## src/rtl/frame_sync_pkg.sv

```systemverilog
// Frame_Sync shared definitions: mode/FSM encodings and default frame geometry,
// so the frame former and deformer agree on the sync word and payload size.
package frame_sync_pkg;

    localparam int unsigned FsPreambleLen = 30;
    localparam logic [FsPreambleLen-1:0] FsPreambleVal = 30'h0123425;
    localparam int unsigned FsPayloadLen = 48;

    typedef enum logic [1:0] {
        ModeHunt,
        ModePayload,
        ModeVerify
    } mode_e;

    typedef enum logic [2:0] {
        StInit,
        StWaitIn,
        StReadIn,
        StGetIn,
        StCheckOut,
        StSendData
    } state_e;

endpackage

```

## src/rtl/frame_deformer_preamble_detector.sv

```systemverilog
// Hunt-mode sync word search: right-shifting window with saturating fill count and
// exact match against the pattern, evaluated on the value about to be shifted in.
module frame_deformer_preamble_detector
    import frame_sync_pkg::*;
#(
    parameter int unsigned       Len     = FsPreambleLen,
    parameter logic [Len-1:0]    Pattern = FsPreambleVal
) (
    input  logic clk_i,
    input  logic rst_ni,
    input  logic clear_i,
    input  logic shift_i,
    input  logic bit_i,
    output logic match_o
);

    localparam int unsigned FillW = $clog2(Len + 1);

    logic [Len-1:0]   shift_q, shift_d;
    logic [FillW-1:0] fill_q, fill_d;

    // Oldest bit ends up in bit 0, matching the transmit order of the pattern.
    always_comb begin
        shift_d = {bit_i, shift_q[Len-1:1]};
        fill_d  = (fill_q == FillW'(Len)) ? fill_q : fill_q + FillW'(1);
    end

    assign match_o = shift_i && (fill_d == FillW'(Len)) && (shift_d == Pattern);

    always_ff @(posedge clk_i) begin
        if (!rst_ni) begin
            shift_q <= '0;
            fill_q  <= '0;
        end else if (clear_i) begin
            fill_q <= '0;
        end else if (shift_i) begin
            shift_q <= shift_d;
            fill_q  <= fill_d;
        end
    end

endmodule

```

## src/rtl/frame_deformer.sv

```systemverilog
// Receive-side frame sync: hunts for the preamble, strips it from every frame and
// forwards payload bits, verifying each expected preamble with an error tolerance.
module frame_deformer
    import frame_sync_pkg::*;
#(
    parameter int unsigned                 PreambleLen = frame_sync_pkg::FsPreambleLen,
    parameter logic [PreambleLen-1:0]      PreambleVal = frame_sync_pkg::FsPreambleVal,
    parameter int unsigned                 PayloadLen  = frame_sync_pkg::FsPayloadLen,
    parameter int unsigned                 MaxErrors   = 2,
    parameter int unsigned                 MissLimit   = 3
) (
    input  logic clk_i,
    input  logic rst_ni,
    input  logic fifo_in_data_i,
    output logic fifo_in_re_o,
    input  logic fifo_in_empty_i,
    output logic fifo_out_data_o,
    output logic fifo_out_we_o,
    input  logic fifo_out_full_i,
    output logic locked_o,
    output logic sync_err_o
);

    localparam int unsigned CntW  = $clog2(PreambleLen + 1);
    localparam int unsigned PayW  = $clog2(PayloadLen);
    localparam int unsigned MissW = $clog2(MissLimit + 1);

    state_e           state_q, state_d;
    mode_e            mode_q, mode_d;
    logic [CntW-1:0]  pre_cnt_q, pre_cnt_d;
    logic [CntW-1:0]  err_cnt_q, err_cnt_d;
    logic [PayW-1:0]  pay_cnt_q, pay_cnt_d;
    logic [MissW-1:0] miss_cnt_q, miss_cnt_d;
    logic             data_q, data_d;
    logic             locked_q, locked_d;
    logic             sync_err_q, sync_err_d;

    logic             hunt_shift, hunt_clear, hunt_match, bit_err;
    logic [CntW-1:0]  err_total;

    frame_deformer_preamble_detector #(
        .Len     (PreambleLen),
        .Pattern (PreambleVal)
    ) u_detector (
        .clk_i   (clk_i),
        .rst_ni  (rst_ni),
        .clear_i (hunt_clear),
        .shift_i (hunt_shift),
        .bit_i   (fifo_in_data_i),
        .match_o (hunt_match)
    );

    always_comb begin
        state_d    = state_q;
        mode_d     = mode_q;
        pre_cnt_d  = pre_cnt_q;
        err_cnt_d  = err_cnt_q;
        pay_cnt_d  = pay_cnt_q;
        miss_cnt_d = miss_cnt_q;
        data_d     = data_q;
        locked_d   = locked_q;
        sync_err_d = 1'b0;
        hunt_shift = 1'b0;
        hunt_clear = 1'b0;
        bit_err    = fifo_in_data_i != PreambleVal[pre_cnt_q];
        err_total  = err_cnt_q + CntW'(bit_err);

        unique case (state_q)
            StInit:   state_d = StWaitIn;
            StWaitIn: if (!fifo_in_empty_i) state_d = StReadIn;
            StReadIn: state_d = StGetIn;
            StGetIn: begin
                state_d = StWaitIn;
                unique case (mode_q)
                    ModeHunt: begin
                        hunt_shift = 1'b1;
                        if (hunt_match) begin
                            mode_d    = ModePayload;
                            locked_d  = 1'b1;
                            pay_cnt_d = '0;
                        end
                    end
                    ModePayload: begin
                        data_d  = fifo_in_data_i;
                        state_d = StCheckOut;
                    end
                    ModeVerify: begin
                        err_cnt_d = err_total;
                        pre_cnt_d = pre_cnt_q + CntW'(1);
                        if (pre_cnt_q == CntW'(PreambleLen - 1)) begin
                            pre_cnt_d = '0;
                            err_cnt_d = '0;
                            if (err_total <= CntW'(MaxErrors)) begin
                                miss_cnt_d = '0;
                                mode_d     = ModePayload;
                            end else begin
                                sync_err_d = 1'b1;
                                // Flywheel through isolated bad preambles; drop lock on a run.
                                if (miss_cnt_q == MissW'(MissLimit - 1)) begin
                                    mode_d     = ModeHunt;
                                    locked_d   = 1'b0;
                                    hunt_clear = 1'b1;
                                    miss_cnt_d = '0;
                                end else begin
                                    miss_cnt_d = miss_cnt_q + MissW'(1);
                                    mode_d     = ModePayload;
                                end
                            end
                        end
                    end
                    default: begin
                        mode_d     = ModeHunt;
                        locked_d   = 1'b0;
                        hunt_clear = 1'b1;
                    end
                endcase
            end
            StCheckOut: if (!fifo_out_full_i) state_d = StSendData;
            StSendData: begin
                state_d = StWaitIn;
                if (pay_cnt_q == PayW'(PayloadLen - 1)) begin
                    pay_cnt_d = '0;
                    mode_d    = ModeVerify;
                end else begin
                    pay_cnt_d = pay_cnt_q + PayW'(1);
                end
            end
            default: state_d = StInit;
        endcase
    end

    assign fifo_in_re_o    = (state_q == StReadIn);
    assign fifo_out_we_o   = (state_q == StSendData);
    assign fifo_out_data_o = fifo_out_we_o & data_q;
    assign locked_o        = locked_q;
    assign sync_err_o      = sync_err_q;

    always_ff @(posedge clk_i) begin
        if (!rst_ni) begin
            state_q    <= StInit;
            mode_q     <= ModeHunt;
            pre_cnt_q  <= '0;
            err_cnt_q  <= '0;
            pay_cnt_q  <= '0;
            miss_cnt_q <= '0;
            data_q     <= 1'b0;
            locked_q   <= 1'b0;
            sync_err_q <= 1'b0;
        end else begin
            state_q    <= state_d;
            mode_q     <= mode_d;
            pre_cnt_q  <= pre_cnt_d;
            err_cnt_q  <= err_cnt_d;
            pay_cnt_q  <= pay_cnt_d;
            miss_cnt_q <= miss_cnt_d;
            data_q     <= data_d;
            locked_q   <= locked_d;
            sync_err_q <= sync_err_d;
        end
    end

endmodule

```

## config.mk

```make
export PLATFORM = sky130hd
export DESIGN_NAME = frame_deformer
export DESIGN_NICKNAME = d
export VERILOG_FILES = /design/src/rtl/frame_sync_pkg.sv /design/src/rtl/frame_deformer_preamble_detector.sv /design/src/rtl/frame_deformer.sv
export SDC_FILE = /design/constraint.sdc
export NUM_CORES = 1
export LEC_CHECK = 0
export CAP_MARGIN = 30
export CORE_ASPECT_RATIO = 1.2
export CORE_UTILIZATION = 46
export CTS_CLUSTER_SIZE = 8
export DETAILED_ROUTE_END_ITERATION = 10
export GPL_ROUTABILITY_DRIVEN = 0
export MAX_ROUTING_LAYER = met4
export PLACE_DENSITY = 0.72
export SLEW_MARGIN = 20
export SYNTH_ARGS = -nofsm -noshare
export SYNTH_HDL_FRONTEND = slang
export SYNTH_HIERARCHICAL = 1
export SYNTH_SLANG_ARGS = --single-unit
```

## constraint.sdc

```tcl
create_clock -name clk_i -period 2.9 [get_ports clk_i]
set_clock_uncertainty 0.15 [all_clocks]
set_input_delay 0.435 -clock clk_i [delete_from_list [all_inputs] [get_ports clk_i]]
set_output_delay 0.435 -clock clk_i [all_outputs]
set_load 0.01 [all_outputs]
```

==> results of run 1 <==
==> per-stage QoR <==
| step | utilization [%] | hold slack (ps) |
|---|---|---|
| 6_report | 54.81 | 302.2 |
| 4_1_cts | 54.58 | 305.1 |
| 3_3_place_gp | 51.55 | 287.5 |
| 2_1_floorplan | - | 280.6 |
| 5_1_grt | 54.81 | 330.8 |
| 3_5_place_dp | 51.55 | 295.6 |
==> cells in the final DEF (no fill, tap or decap), drive strengths merged, types with 3 or more instances in the layout <==
| master | count |
|---|---|
| nand3b | 6 |
| xnor2 | 3 |
| or4 | 3 |
| clkbuf | 9 |
| o21ai | 6 |
| nor4 | 3 |
| a21oi | 30 |
| o211ai | 3 |
| mux2i | 3 |
| nor2b | 3 |
| and4b | 3 |
| nor2 | 19 |
| nand3 | 9 |
| and3 | 4 |
| clkdlybuf4s50 | 9 |
| or3 | 4 |
| buf | 17 |
| nor4b | 5 |
| clkinv | 5 |
| a31oi | 5 |
| nand2 | 77 |
| ha | 7 |
| nand4 | 6 |
| a21boi | 31 |
| nand2b | 5 |
| o31ai | 4 |
| inv | 9 |
| nor3 | 9 |
| dfxtp | 61 |
==> layer usage <==
layer / vias to the layer above / part of all wire [%] / GRT usage [%]
li1: 1361 / - / -
met5: - / 0 / -
met3: 13 / 4.4 / 4.236
met4: 0 / 2.3 / 11.16
met1: 1279 / 47 / 26.96
met2: 66 / 46 / 31.19
==> cells by family after synthesis <==
logic type	after synthesis	share of synthesized area, %
AOI/OAI and AO/OA	101	22.94
xor gates and xnor gates	4	1.114
adders and majority gates	7	2.783
buffers and inverters	30	5.248
DFF	61	38.81
muxes	3	0.9543
and+or+nand+nor	164	28.15
==> worst reg2reg max path, cell delays in order (launching register included) <==
cell       delay (ps)
dfxtp_1           460
inv_2              90
ha_1              260
nand4_4           160
nor3b_1           200
o21ai_1           110
a2111oi_4         380
nor2b_1           190
o221ai_1          170
a21oi_1           170
nand2b_1          110
a21oi_1            60
==> power breakdown <==
part           internal (µW)  switching, µW
Combinational           30.9           40.9
Sequential               841           4.99
Clock                    399            363
==> final timing paths <==
| kind | start | to | slack, ps | cells past startpoint |
|---|---|---|---|---|
| setup / recovery | state_q[1] | fifo_out_data_o | 170 | 5 |
| hold / removal | data_q | data_q | 300 | 2 |
| setup reg to reg | u_detector/fill_q[0] | mode_q[0] | 280 | 11 |
| hold reg to reg | data_q | data_q | 300 | 2 |
==> cell type report <==
class	instances	area (µm²)	area share, %
clock buffer	9	123.9	3.463
clock inverter	7	73.82	2.064
inverter	9	33.78	0.9444
multi-input combinational	279	1775	49.63
sequential	61	1221	34.14
tap	85	106.4	2.973
timing repair buffer	26	242.7	6.786
==> flip-flops by register name, indices dropped and copies added, names as in the netlist, named ones only <==
signal	flops
u_detector/shift_q	29
pay_cnt_q	6
err_cnt_q	5
pre_cnt_q	5
u_detector/fill_q	5
state_q	3
miss_cnt_q	2
mode_q	2
data_q	1
locked_o	1
sync_err_o	1
==> what timing repair did <==
item	4_1_cts	5_1_grt
resized for setup	0	2
setup endpoints to repair	0	19
hold endpoints to repair	0	0
==> run metrics, run 1 <==
status finished clean; drt drc 0; vias in the first global route 2,548; setup ws final 167.0 ps; Worst Path Buf+Inv 3; Startpoint Class flip-flop; Critical Path AT 2150 ps; Routed Antenna Nets 0; Placed Instance Area 3364 µm²; Layout area overhead 13.68%; Critical Path, Cell by Cell buf_4, nand3b_1, inv_1, and2_1, clkdlybuf4s50_1; layout cells sized above 1 13.04%; CTS tree yes; Die Wd 77.50 µm; share of the synthesized area in the top cell type 38.81%; Final Slew Violations 0; Async S/R FF share, synth 0%; top cells by count, synth 76 x nand2_1, 61 x dfxtp_1, 30 x a21boi_1; gr usage total 21.06%; Syn Nets 382; Setup violations, final 0; Total Neg Setup Slack 0 ps; fill count 583; Setup WS pre-CTS -186.2 ps; core area 6526 µm²; vias post-DR 2,719; max-cap viol count 0; worst hold path class reg2reg; unrepaired setup endpoints after global routing no; Root Buffer clkbuf_8; Chip Height 92.60 µm; Post-CTS Hold Buffers 0; Clock Sinks 61; cts bufs inserted 9; Mean Syn Cell Area 8.505 µm²; Leakage 0.001279 µW; Post-synth EDFFs 0; critical path class reg2out; first-pass GRT wire length 11.69 mm; # placed instances 460; wire length per cell 13.95 µm; die area 7177 µm²; Fin. Hold Viols 0; worst skew pair latency 350 ps; Setup Buffers After CTS 0; Max Clock Freq 0.3659 GHz; Ant. Diodes 0; synthesized area 3147 µm²; pwr dens 469.4 nW/µm²; Routed WL 6.638 mm; CP delay by family, top buffers and inverters; Clock Pin Slew Worst Setup and Hold Paths 70 ps; Syn. warnings 6; Vias/cell 5.712; Netlist cell types 71; CP Max Fanout 9; crit-path max cell delay 520 ps; most common cell in the netlist nand2_1; Detailed Routing Iterations Pass 1 4; Worst Path Required 2320 ps; initial antenna violation count 0; total power 1679 µW; worst-case clock buffer depth 2; Port-buffer cells 9; Final min period 2733 ps; H-tree Lvls 3; largest cells by area after synthesis dfxtp_1 39%, nand2_1 9.1%, a21boi_1 7.2%, a21oi_1 4.5%, ha_1 2.8%; row count 32; period utilization 94.24%; largest net degree at the start of global routing 35; Main synth FF type dfxtp_1; CP Capture Type output port; Seq/Total Area, Yosys 38.81%; Initial Utilization 48.22%; Post-Layout Cell Count 476; VDD IR-drop max 0.2908 mV; GRT overflow 0; relative slew slack 73.91%; HPWL Detailed 4.529 mm; # IOs 10; Starting DRT DRC Count 213; critical path's slowest cell clkdlybuf4s50_1; cells after synthesis 370; Non-Filler Cell Area, Final 3577 µm²; nets 398; area leader, netlist dfxtp_1; synthesized flop and latch total 61; worst slew pin tran 388.0 ps
Note: power is estimated with default switching activity, not from simulation.
==> run 2, diff against run 1 <==
--- a/config.mk
+++ b/config.mk
@@ -7,4 +7,6 @@
 export LEC_CHECK = 0
+export ABC_AREA = 1
 export CAP_MARGIN = 30
 export CORE_ASPECT_RATIO = 1.2
+export CORE_MARGIN = 1
 export CORE_UTILIZATION = 46
==> constraint.sdc (replaced) <==
create_clock -name clk_i -period 2.9 [get_ports clk_i]
set_clock_uncertainty 0.15 [all_clocks]
set_input_delay 0.29 -clock clk_i [delete_from_list [all_inputs] [get_ports clk_i]]
set_output_delay 0.29 -clock clk_i [all_outputs]
set_load 0.01 [all_outputs]
==> run 2 against run 1 <==
  * Sequential cell count unchanged
  * Via count down 1.7%
  * Core utilization shrank 1.6 points
  * Synthesized area fell by 3.0%
  * Worst setup slack gained 90 ps
  * Combinational power rose to 4.2 times the previous value
==> run metrics, run 2 <==
Vias/cell 4.998 (-13%); largest cells by area after synthesis dfxtp_1 40%, nor2_1 11%, nand2_1 9.6%, o21ai_0 6.6%, inv_1 4.5%; Leakage 0.001520 µW (+19%); Max Clock Freq 0.3784 GHz (+3.4%); Total Neg Setup Slack 0 ps (unchanged); core area 6406 µm² (-1.8%); nets 458 (+15%); Post-CTS Hold Buffers 0 (unchanged); Largest Register u_detector/shift_q; cts bufs inserted 9 (unchanged); Starting DRT DRC Count 162 (-24%); worst hold path class reg2reg; CP Max Fanout 29 (+20); wire length per cell 10.82 µm (-22%); gr usage total 18.68% (-2.4 points); HPWL Detailed 4.093 mm (-9.6%); Startpoint Class input port; most frequent cells in the layout 86 x nor2_1, 78 x nand2_1, 61 x dfxtp_1; Initial Utilization 47.66% (-0.56 points); Post-Layout Cell Count 535 (+12%); area leader, netlist dfxtp_1; most common cell after layout, fill and taps aside nor2_1; Port-buffer cells 9 (unchanged); Syn Nets 443 (+16%); Chip Height 91.24 µm (-1.5%); top cells by count, synth 87 x nor2_1, 78 x nand2_1, 61 x dfxtp_1; VDD IR-drop max 0.3698 mV (+27%); Final Slew Violations 0 (unchanged); largest net degree at the start of global routing 44 (+26%); unrepaired setup endpoints after global routing no; total power 1902 µW (+13%); Netlist cell types 36 (-49%); CTS tree yes; status finished clean; critical path class in2reg; Final min period 2643 ps (-90.48 ps); GRT overflow 0 (unchanged); Clock Sinks 61 (unchanged); synthesized area 3053 µm² (-3.0%); Ant. Diodes 0 (unchanged); max-cap viol count 0 (unchanged); worst skew pair latency 330 ps (-20 ps); Routed WL 5.791 mm (-13%); most common cell in the netlist nor2_1; Post-synth EDFFs 0 (unchanged); first-pass GRT wire length 10.21 mm (-13%); cells after synthesis 431 (+16%); CP Capture Type flip-flop; Layout area overhead 11.72%; Detailed Routing Iterations Pass 1 6 (+2); row count 32 (unchanged); Syn. warnings 6 (unchanged); Root Buffer clkbuf_8; max FFs per register 29 (unchanged); pwr dens 557.7 nW/µm² (+19%); Fin. Hold Viols 0 (unchanged); H-tree Lvls 3 (unchanged); layout cells sized above 1 12.00% (-1.0 points); worst-case clock buffer depth 2 (unchanged); Setup violations, final 0 (unchanged); die area 6968 µm² (-2.9%); # placed instances 520 (+13%); initial antenna violation count 0 (unchanged); Setup WS pre-CTS -135.1 ps (+51.10 ps); Routed Antenna Nets 0 (unchanged); share of the synthesized area in the top cell type 40.00% (+1.2 points); vias post-DR 2,674 (-1.7%); WHS 311.2 ps (+9.042 ps); period utilization 91.12% (-3.1 points); Async S/R FF share, synth 0% (unchanged); vias in the first global route 2,455 (-3.6%); biggest regs u_detector/shift_q: 29 flops, pay_cnt_q: 6 flops; synthesized flop and latch total 61 (unchanged); worst slew pin tran 580.6 ps (+192.6 ps); Critical Path AT 2710 ps (+560 ps); drt drc 0 (unchanged); relative slew slack 61.25% (-13 points); Die Wd 76.37 µm (-1.5%); # IOs 10 (unchanged); setup ws final 257.4 ps (+90.48 ps); Worst Path Required 2970 ps (+650 ps); Clock Pin Slew Worst Setup and Hold Paths 60 ps (about the same); Seq/Total Area, Yosys 40.00% (+1.2 points); Mean Syn Cell Area 7.083 µm² (-17%); Main synth FF type dfxtp_1
==> run 2: area by class of cell <==
cell class	instances	area [µm²]
clock buffer	13	148.9
fill	654	2995
tap	85	106.4
timing repair buffer	17	175.2
sequential	61	1221
multi-input combinational	311	1574
clock inverter	2	10.01
inverter	46	175.2
==> run 2: routing by layer <==
layer  track usage (%)  share of wire [%]  vias to the layer above
li1                  -                  -                     1410
met1             20.57                 46                     1224
met2             32.36                 50                       32
met3             3.216                2.5                        8
met4             9.295                1.8                        0
met5                 -                  0                        -
==> run 2: report_power, final <==
group	switching, µW	internal (µW)
clock network	300	326
logic	187	117
registers	60.3	912
total	547	1350
==> run 2: stage by stage <==
step           instance area (µm²)  utilization (%)
2_1_floorplan                 3053                -
3_3_place_gp                  3249            50.72
3_5_place_dp                  3249            50.72
4_1_cts                       3408            53.20
5_1_grt                       3411            53.24
6_report                      3411            53.24
==> run 2: worst paths after layout <==
kind / start / end / slack, ps / cells past startpoint
setup reg to reg: flip-flop / u_detector/shift_q[22] / 360 / 16
setup / recovery: fifo_in_data_i / u_detector/shift_q[22] / 260 / 17
hold / removal: data_q / data_q / 310 / 2
hold reg to reg: data_q / data_q / 310 / 2
==> run 2: cell families after synthesis <==
kind of cell	after synthesis	share of synthesized area (%)
adder cells (fa/ha/maj)	7	2.869
XOR/XNOR	8	2.295
flip-flops	61	40.00
AND/OR/NAND/NOR	219	32.38
AO/OA/AOI/OAI	77	13.93
buffers and inverters	59	8.525
==> run 2: critical path: stages <==
cell and delay (ps):
clkdlybuf4s50_1 430, xor2_1 170, ha_1 200, ha_1 210, xnor2_1 190, nand2_1 80, nor2_1 140, nand2_1 90
nand3_1 80, nor2_1 40, o21ai_1 140, nor2_2 70, nor2_4 140, inv_2 60, buf_12 160, o21ai_0 170
a21oi_1 50
==> run 2: what timing repair did <==
| action | in CTS | in global routing |
|---|---|---|
| endpoints found under the setup margin | 0 | 20 |
| endpoints found under the hold margin | 0 | 0 |
| gates resized for setup | 0 | 2 |
| setup buffers | 0 | 0 |
